--- config.mk ---
export PLATFORM = sky130hd
export DESIGN_NAME = usb_tx_pkt_sched_flat
export DESIGN_NICKNAME = d
export VERILOG_FILES = /design/src/rtl/usb_tx_pkt_sched_if.sv /design/src/rtl/usb_tx_pkt_sched.sv /design/src/flat_wrapper.sv
export SDC_FILE = /design/constraint.sdc
export NUM_CORES = 1
export LEC_CHECK = 0
export CAP_MARGIN = 30
export CORE_MARGIN = 1
export CORE_UTILIZATION = 55
export DETAILED_ROUTE_END_ITERATION = 16
export PLACE_DENSITY = 0.86
export SETUP_SLACK_MARGIN = 0.1
export SLEW_MARGIN = 0
export SYNTH_ARGS = -nofsm -noshare
export SYNTH_HDL_FRONTEND = slang
export SYNTH_SLANG_ARGS = --single-unit
--- constraint.sdc ---
create_clock -name clk -period 3.4 [get_ports clk]
set_input_delay 0.34 -clock clk [delete_from_list [all_inputs] [get_ports clk]]
set_output_delay 0.34 -clock clk [all_outputs]
set_load 0.05 [all_outputs]
--- src/rtl/usb_tx_pkt_sched_if.sv ---
// usb_tx_pkt_sched_if: requester, payload and NRZI-encoder signals of the
// USB transmit packet scheduler, with master (scheduler) / slave modports.
//   req/pid0/pid1/len0/len1 : packet requests and their descriptors
//   gnt/pkt_done/pkt_err    : grant and end-of-packet status
//   byte_in/byte_valid/byte_ack : payload byte handshake
//   start_nrzi/bit_out/nrzi_done/busy : encoder stream and status
interface usb_tx_pkt_sched_if #(
  parameter int MAX_BYTES = 64,
  parameter int LW        = $clog2(MAX_BYTES + 1)
);
  logic [1:0]    req;
  logic [7:0]    pid0;
  logic [7:0]    pid1;
  logic [LW-1:0] len0;
  logic [LW-1:0] len1;
  logic [1:0]    gnt;
  logic [7:0]    byte_in;
  logic          byte_valid;
  logic          byte_ack;
  logic          pkt_done;
  logic          pkt_err;
  logic          start_nrzi;
  logic          bit_out;
  logic          nrzi_done;
  logic          busy;

  modport master (
    input  req, pid0, pid1, len0, len1,
    input  byte_in, byte_valid,
    output gnt, byte_ack, pkt_done, pkt_err,
    output start_nrzi, bit_out, nrzi_done, busy
  );

  modport slave (
    output req, pid0, pid1, len0, len1,
    output byte_in, byte_valid,
    input  gnt, byte_ack, pkt_done, pkt_err,
    input  start_nrzi, bit_out, nrzi_done, busy
  );
endinterface

--- src/rtl/usb_tx_pkt_sched.sv ---
// usb_tx_pkt_sched: arbitrates two packet requesters and serialises the
// granted packet (SYNC, PID, payload) with bit stuffing for the NRZI encoder.
// Ports: clk, rst_n (async, active-low), bus (usb_tx_pkt_sched_if.master).
// Build option: USB_TX_RR_ARB_EN selects round-robin arbitration instead of
// fixed priority (requester 0 first).
module usb_tx_pkt_sched #(
  parameter int MAX_BYTES  = 64,
  parameter int LW         = $clog2(MAX_BYTES + 1),
  parameter int EOP_CYCLES = 3
) (
  input  logic clk,
  input  logic rst_n,
  usb_tx_pkt_sched_if.master bus
);

  localparam int EW = $clog2(EOP_CYCLES + 1);

  typedef enum logic [2:0] {
    S_IDLE,
    S_GRANT,
    S_SYNC,
    S_PID,
    S_DATA,
    S_EOPW
  } state_t;

  state_t        state, state_d;
  logic [1:0]    owner, owner_d;
  logic [7:0]    sh, sh_d;
  logic [2:0]    bcnt, bcnt_d;
  logic [LW-1:0] rem, rem_d;
  logic [2:0]    ones, ones_d;
  logic          fin, fin_d;
  logic          err, err_d;
  logic          tail, tail_d;
  logic [EW-1:0] ecnt, ecnt_d;

  logic [1:0]    win;
  logic [LW-1:0] len_sel;
  logic [LW-1:0] len_clamp;

  logic          bit_o;
  logic          nd_o;
  logic          ack_o;
  logic          done_o;
  logic          perr_o;

`ifdef USB_TX_RR_ARB_EN
  // prio=1 favours requester 1 on a tie
  logic prio;

  always_ff @(posedge clk or negedge rst_n) begin
    if (!rst_n) begin
      prio <= 1'b0;
    end else if (state == S_GRANT) begin
      prio <= owner[0];
    end
  end

  always_comb begin
    win = 2'b00;
    if (bus.req == 2'b11) begin
      win = prio ? 2'b10 : 2'b01;
    end else if (bus.req[0]) begin
      win = 2'b01;
    end else if (bus.req[1]) begin
      win = 2'b10;
    end
  end
`else
  always_comb begin
    win = 2'b00;
    if (bus.req[0]) begin
      win = 2'b01;
    end else if (bus.req[1]) begin
      win = 2'b10;
    end
  end
`endif

  assign len_sel   = owner[0] ? bus.len0 : bus.len1;
  assign len_clamp = (len_sel > LW'(MAX_BYTES)) ?
                     LW'(MAX_BYTES) : len_sel;

  always_ff @(posedge clk or negedge rst_n) begin
    if (!rst_n) begin
      state <= S_IDLE;
      owner <= 2'b00;
      sh    <= 8'h00;
      bcnt  <= 3'd0;
      rem   <= '0;
      ones  <= 3'd0;
      fin   <= 1'b0;
      err   <= 1'b0;
      tail  <= 1'b0;
      ecnt  <= '0;
    end else begin
      state <= state_d;
      owner <= owner_d;
      sh    <= sh_d;
      bcnt  <= bcnt_d;
      rem   <= rem_d;
      ones  <= ones_d;
      fin   <= fin_d;
      err   <= err_d;
      tail  <= tail_d;
      ecnt  <= ecnt_d;
    end
  end

  always_comb begin
    state_d = state;
    owner_d = owner;
    sh_d    = sh;
    bcnt_d  = bcnt;
    rem_d   = rem;
    ones_d  = ones;
    fin_d   = fin;
    err_d   = err;
    tail_d  = tail;
    ecnt_d  = ecnt;
    bit_o   = 1'b0;
    nd_o    = 1'b0;
    ack_o   = 1'b0;
    done_o  = 1'b0;
    perr_o  = 1'b0;
    unique case (state)
      S_IDLE: begin
        if (|bus.req) begin
          state_d = S_GRANT;
          owner_d = win;
        end
      end
      S_GRANT: begin
        sh_d    = owner[0] ? bus.pid0 : bus.pid1;
        rem_d   = len_clamp;
        bcnt_d  = 3'd0;
        ones_d  = 3'd0;
        fin_d   = 1'b0;
        err_d   = 1'b0;
        tail_d  = 1'b0;
        state_d = S_SYNC;
      end
      S_SYNC: begin
        bit_o  = (bcnt == 3'd7);
        bcnt_d = bcnt + 3'd1;
        if (bcnt == 3'd7) begin
          ones_d  = 3'd1;
          state_d = S_PID;
        end
      end
      S_PID, S_DATA: begin
        if (fin) begin
          // status cycle after the final bit; grant still held
          done_o  = !err;
          perr_o  = err;
          fin_d   = 1'b0;
          ecnt_d  = '0;
          state_d = S_EOPW;
        end else if (ones == 3'd6) begin
          // stuff bit: shifter and fetch stay frozen
          ones_d = 3'd0;
          if (tail) begin
            nd_o   = 1'b1;
            fin_d  = 1'b1;
            tail_d = 1'b0;
          end
        end else begin
          bit_o  = sh[0];
          ones_d = sh[0] ? ones + 3'd1 : 3'd0;
          sh_d   = {1'b0, sh[7:1]};
          bcnt_d = bcnt + 3'd1;
          if (bcnt == 3'd7) begin
            if (rem == '0) begin
              // last bit; a completed run of six defers done to the stuff
              if (sh[0] && ones == 3'd5) begin
                tail_d = 1'b1;
              end else begin
                nd_o  = 1'b1;
                fin_d = 1'b1;
              end
            end else if (bus.byte_valid) begin
              ack_o   = 1'b1;
              sh_d    = bus.byte_in;
              rem_d   = rem - LW'(1);
              state_d = S_DATA;
            end else begin
              // underrun: this bit ends the packet
              nd_o  = 1'b1;
              fin_d = 1'b1;
              err_d = 1'b1;
            end
          end
        end
      end
      S_EOPW: begin
        if (ecnt == EW'(EOP_CYCLES - 1)) begin
          state_d = S_IDLE;
        end else begin
          ecnt_d = ecnt + EW'(1);
        end
      end
      default: begin
        state_d = S_IDLE;
      end
    endcase
  end

  assign bus.gnt = (state == S_GRANT || state == S_SYNC ||
                    state == S_PID || state == S_DATA) ?
                   owner : 2'b00;
  assign bus.start_nrzi = (state == S_GRANT);
  assign bus.busy       = (state != S_IDLE);
  assign bus.bit_out    = bit_o;
  assign bus.nrzi_done  = nd_o;
  assign bus.byte_ack   = ack_o;
  assign bus.pkt_done   = done_o;
  assign bus.pkt_err    = perr_o;

endmodule

--- src/flat_wrapper.sv ---
// flat-port wrapper written by rule: the top's interface ports become plain ports
module usb_tx_pkt_sched_flat 
#(
  parameter int MAX_BYTES  = 64,
  parameter int LW         = $clog2(MAX_BYTES + 1),
  parameter int EOP_CYCLES = 3
)
  (clk, rst_n, bus_req, bus_pid0, bus_pid1, bus_len0, bus_len1, bus_byte_in, bus_byte_valid, bus_gnt, bus_byte_ack, bus_pkt_done, bus_pkt_err, bus_start_nrzi, bus_bit_out, bus_nrzi_done, bus_busy);
  usb_tx_pkt_sched_if #(.MAX_BYTES(MAX_BYTES), .LW(LW)) bus_i ();
  input  logic clk;
  input  logic rst_n;
  input wire logic [$bits(bus_i.req)-1:0] bus_req;
  input wire logic [$bits(bus_i.pid0)-1:0] bus_pid0;
  input wire logic [$bits(bus_i.pid1)-1:0] bus_pid1;
  input wire logic [$bits(bus_i.len0)-1:0] bus_len0;
  input wire logic [$bits(bus_i.len1)-1:0] bus_len1;
  input wire logic [$bits(bus_i.byte_in)-1:0] bus_byte_in;
  input wire logic [$bits(bus_i.byte_valid)-1:0] bus_byte_valid;
  output wire logic [$bits(bus_i.gnt)-1:0] bus_gnt;
  output wire logic [$bits(bus_i.byte_ack)-1:0] bus_byte_ack;
  output wire logic [$bits(bus_i.pkt_done)-1:0] bus_pkt_done;
  output wire logic [$bits(bus_i.pkt_err)-1:0] bus_pkt_err;
  output wire logic [$bits(bus_i.start_nrzi)-1:0] bus_start_nrzi;
  output wire logic [$bits(bus_i.bit_out)-1:0] bus_bit_out;
  output wire logic [$bits(bus_i.nrzi_done)-1:0] bus_nrzi_done;
  output wire logic [$bits(bus_i.busy)-1:0] bus_busy;
  assign bus_i.req = bus_req;
  assign bus_i.pid0 = bus_pid0;
  assign bus_i.pid1 = bus_pid1;
  assign bus_i.len0 = bus_len0;
  assign bus_i.len1 = bus_len1;
  assign bus_i.byte_in = bus_byte_in;
  assign bus_i.byte_valid = bus_byte_valid;
  assign bus_gnt = bus_i.gnt;
  assign bus_byte_ack = bus_i.byte_ack;
  assign bus_pkt_done = bus_i.pkt_done;
  assign bus_pkt_err = bus_i.pkt_err;
  assign bus_start_nrzi = bus_i.start_nrzi;
  assign bus_bit_out = bus_i.bit_out;
  assign bus_nrzi_done = bus_i.nrzi_done;
  assign bus_busy = bus_i.busy;
  usb_tx_pkt_sched #(.MAX_BYTES(MAX_BYTES), .LW(LW), .EOP_CYCLES(EOP_CYCLES)) u_core (.clk(clk), .rst_n(rst_n), .bus(bus_i));
endmodule
==> results.toml, run 1 <==
[worst_setup_path]
cp_max_fo = 8
cp-start-kind = "register"
cp.arrival_ns = 2.57
cp.required_ns = 3.06
cp-end-kind = "output port"
crit_type = "reg2out"
rrSetupSlack_ns = 1.13

[pwr]
switching_share_pct = 47.7
p_comb_share_pct = 64.3
p_int_mw = 1.42
p_per_area_nw_per_um2 = 907
power.switching_mw = 1.30
power_frac_seq_pct = 24.9
clkPwrFrac_pct = 10.8
leakagePower_nw = 1.21
irDropWorstVdd_v = 0.000766

[drt]
routed-via-count = 2224
detail_route.wl_per_cell_um = 17.7
wl_mm = 6.23
ant_nets = 0
drtIter0Drc = 263
viasPerCell = 6.34
first_pass_iters = 4
drc = 0

[synthesis]
synthesis.nets = 304
synth_cell_types = 66
synth_area_um2 = 2390
synth_ff_type = "dfrtp_1"
yosys_warnings = 0
synth-async-reset-ratio_pct = 100
synth_edf_count = 0
synth_cells = 253
syn_avg_cell_area_um2 = 9.45
ys_seq_area_share_pct = 32.4
synth_seq_cells = 31

[sta]
relSlewSlack_pct = 45.4
final_max_slew_viol_count = 0
period_share_pct = 85.5
fin_setup_tns_ns = 0
hold_violations = 0
setup_violations = 0
fmax_mhz = 344
worst_pin_slew_ns = 0.816
finClkSkew_ns = 0.0100
timing.final.crit_period_ns = 2.91
rsz0062_at_grt = "false"

[clock_tree]
clock-sinks = 31
cts_root_buffer = "clkbuf_8"
cts_tree = "done"
cts.path.max_buffers = 2
cts_made_buffers = 5
cts_hold_buf = 0
clk_pin_slew_ns = 0.07
post_cts.repair.setup_buffers = 0
clkLatencyLatePin_ns = 0.29
cts_max_level = 2

[floorplanning]
die_y_um = 67.9
die_area_um2 = 4620
fp.dieW_um = 67.9
core_area_um2 = 4090
start_util_pct = 58.5
placementRows = 23
ios = 52

[global_routing]
grt_pass1_wl_mm = 10.2
antenna_found_initial = 0
grtUsageTotal_pct = 30.2
grt_max_degree = 32
grt_overflow = 0
first_global_vias = 2041

[outcome]
run_status = "complete, no violations"

[place]
io_buffers = 51
dpl.hpwl_mm = 4.67
gp_congestion = 0.947

[layout]
nNetsFinal = 352
area_delta_synth_final_pct = 25.6
mostFrequentLayoutCells = "clkdlybuf4s50_1, dfrtp_1, nor2_1, nor3_1, o21ai_0"
final_common_cell = "clkdlybuf4s50_1"
n_antenna_cell = 0
layout-drive-gt1-share_pct = 12.6
fin_util_pct = 73.5

[hold_path]
hold_path_class = "in2async"

[job]
max-cap-violations = 0
-- metal layers --
layer,wire [um],share of wire (%),vias up,track usage (%)
li1,-,-,1067,-
met1,2780,45,1061,41.1
met2,3010,48,89,48.9
met3,379,6.1,7,6.00
met4,63,1.0,0,7.55
met5,0,0,-,0
-- metrics by stage --
stage / std cells / hold WS, ns / setup slack (ns) / instance area (um2) / power (mW)
finish: 351 / 0.460 / 0.491 / 3000 / 2.72
floorplan: 253 / 0.0444 / 0.481 / 2390 / 2.03
CTS: 351 / 0.469 / 0.217 / 3000 / 2.71
global route: 351 / 0.491 / 0.332 / 3000 / 2.92
detailed placement: 344 / 0.492 / 0.531 / 2910 / 2.41
global placement: 344 / 0.480 / 0.597 / 2910 / 2.36
-- final cells by class --
type	count	area [um2]
clock buffer	6	82.6
timing repair buffer	58	566
fill	316	1080
multi-input combinational	195	1470
sequential	31	776
clock inverter	1	5.00
tap	50	62.6
inverter	10	37.5
-- cells in the mapped netlist, types with 8 or more instances --
cell type / n / share of area, %
mux2i_1: 9 / 3.8
inv_1: 9 / 1.4
a21oi_1: 9 / 1.9
ha_1: 8 / 4.2
nor2_1: 13 / 2.0
o21ai_0: 11 / 2.3
nand2_1: 10 / 1.6
nor2b_1: 10 / 2.6
dfrtp_1: 31 / 32
a221oi_2: 8 / 5.0
clkbuf_1: 8 / 1.3
nor3_1: 12 / 2.5
a22oi_1: 9 / 2.8
-- power by group through the flow --
| stage | clock, mW | sequential [mW] | combinational, mW |
|---|---|---|---|
| after floorplan | 0 | 0.643 | 1.39 |
| after global placement | 0 | 0.669 | 1.69 |
| after detailed placement | 0 | 0.679 | 1.73 |
| after CTS | 0.301 | 0.674 | 1.74 |
| after global routing | 0.316 | 0.700 | 1.91 |
| final | 0.294 | 0.679 | 1.75 |
-- worst max-delay path, stage by stage, from the launching register on --
cell and delay (ns):
dfrtp_1 0.49, inv_1 0.08, ha_1 0.24, nand2_1 0.21, o211ai_1 0.25, o21ai_0 0.20
clkdlybuf4s50_1 0.83
-- worst paths after layout --
kind                            startpoint        endpoint  cells after the start
hold / removal                       rst_n      u_core.fin                      2
min in group clk            u_core.ecnt[0]  u_core.ecnt[0]                      1
setup / recovery            u_core.ones[0]     bus_bit_out                      6
setup reg to reg           u_core.state[2]    u_core.sh[3]                      6
max in group asynchronous            rst_n      u_core.err                      2
hold reg to reg             u_core.ecnt[0]  u_core.ecnt[0]                      1
-- logic make-up (layout without fill, tap and decap cells) --
logic type / Yosys count / in the layout / share of synthesized area [%]
AOI/OAI and AO/OA: 91 / 91 / 31.2
xor gates and xnor gates: 1 / 1 / 0.366
muxes: 11 / 11 / 4.71
and+or+nand+nor: 84 / 84 / 21.1
adders and majority gates: 8 / 8 / 4.19
buffers and inverters: 27 / 75 / 5.91
DFF: 31 / 31 / 32.4
-- state kept, by name (all words and copies together), names as in the netlist --
register,cells
u_core.rem,7
u_core.sh,8
u_core.ecnt,2
u_core.owner,2
u_core.err,1
u_core.tail,1
u_core.fin,1
u_core.ones,3
u_core.state,3
u_core.bcnt,3
-- what timing repair did --
action                                  4_1_cts  5_1_grt
resized for setup                             0        1
endpoints found under the setup margin        0        1
hold endpoints to repair                      0        0
(Power assumes the default switching activity.)
==> inputs of run 2 (changes only) <==
--- a/config.mk
+++ b/config.mk
@@ -5,7 +5,7 @@
 export SDC_FILE = /design/constraint.sdc
 export NUM_CORES = 1
 export LEC_CHECK = 0
-export CAP_MARGIN = 30
+export CAP_MARGIN = 20
 export CORE_MARGIN = 1
 export CORE_UTILIZATION = 55
 export DETAILED_ROUTE_END_ITERATION = 16
==> results of run 2 <==
Final layout, timing and power as in run 1 (identical DEF).
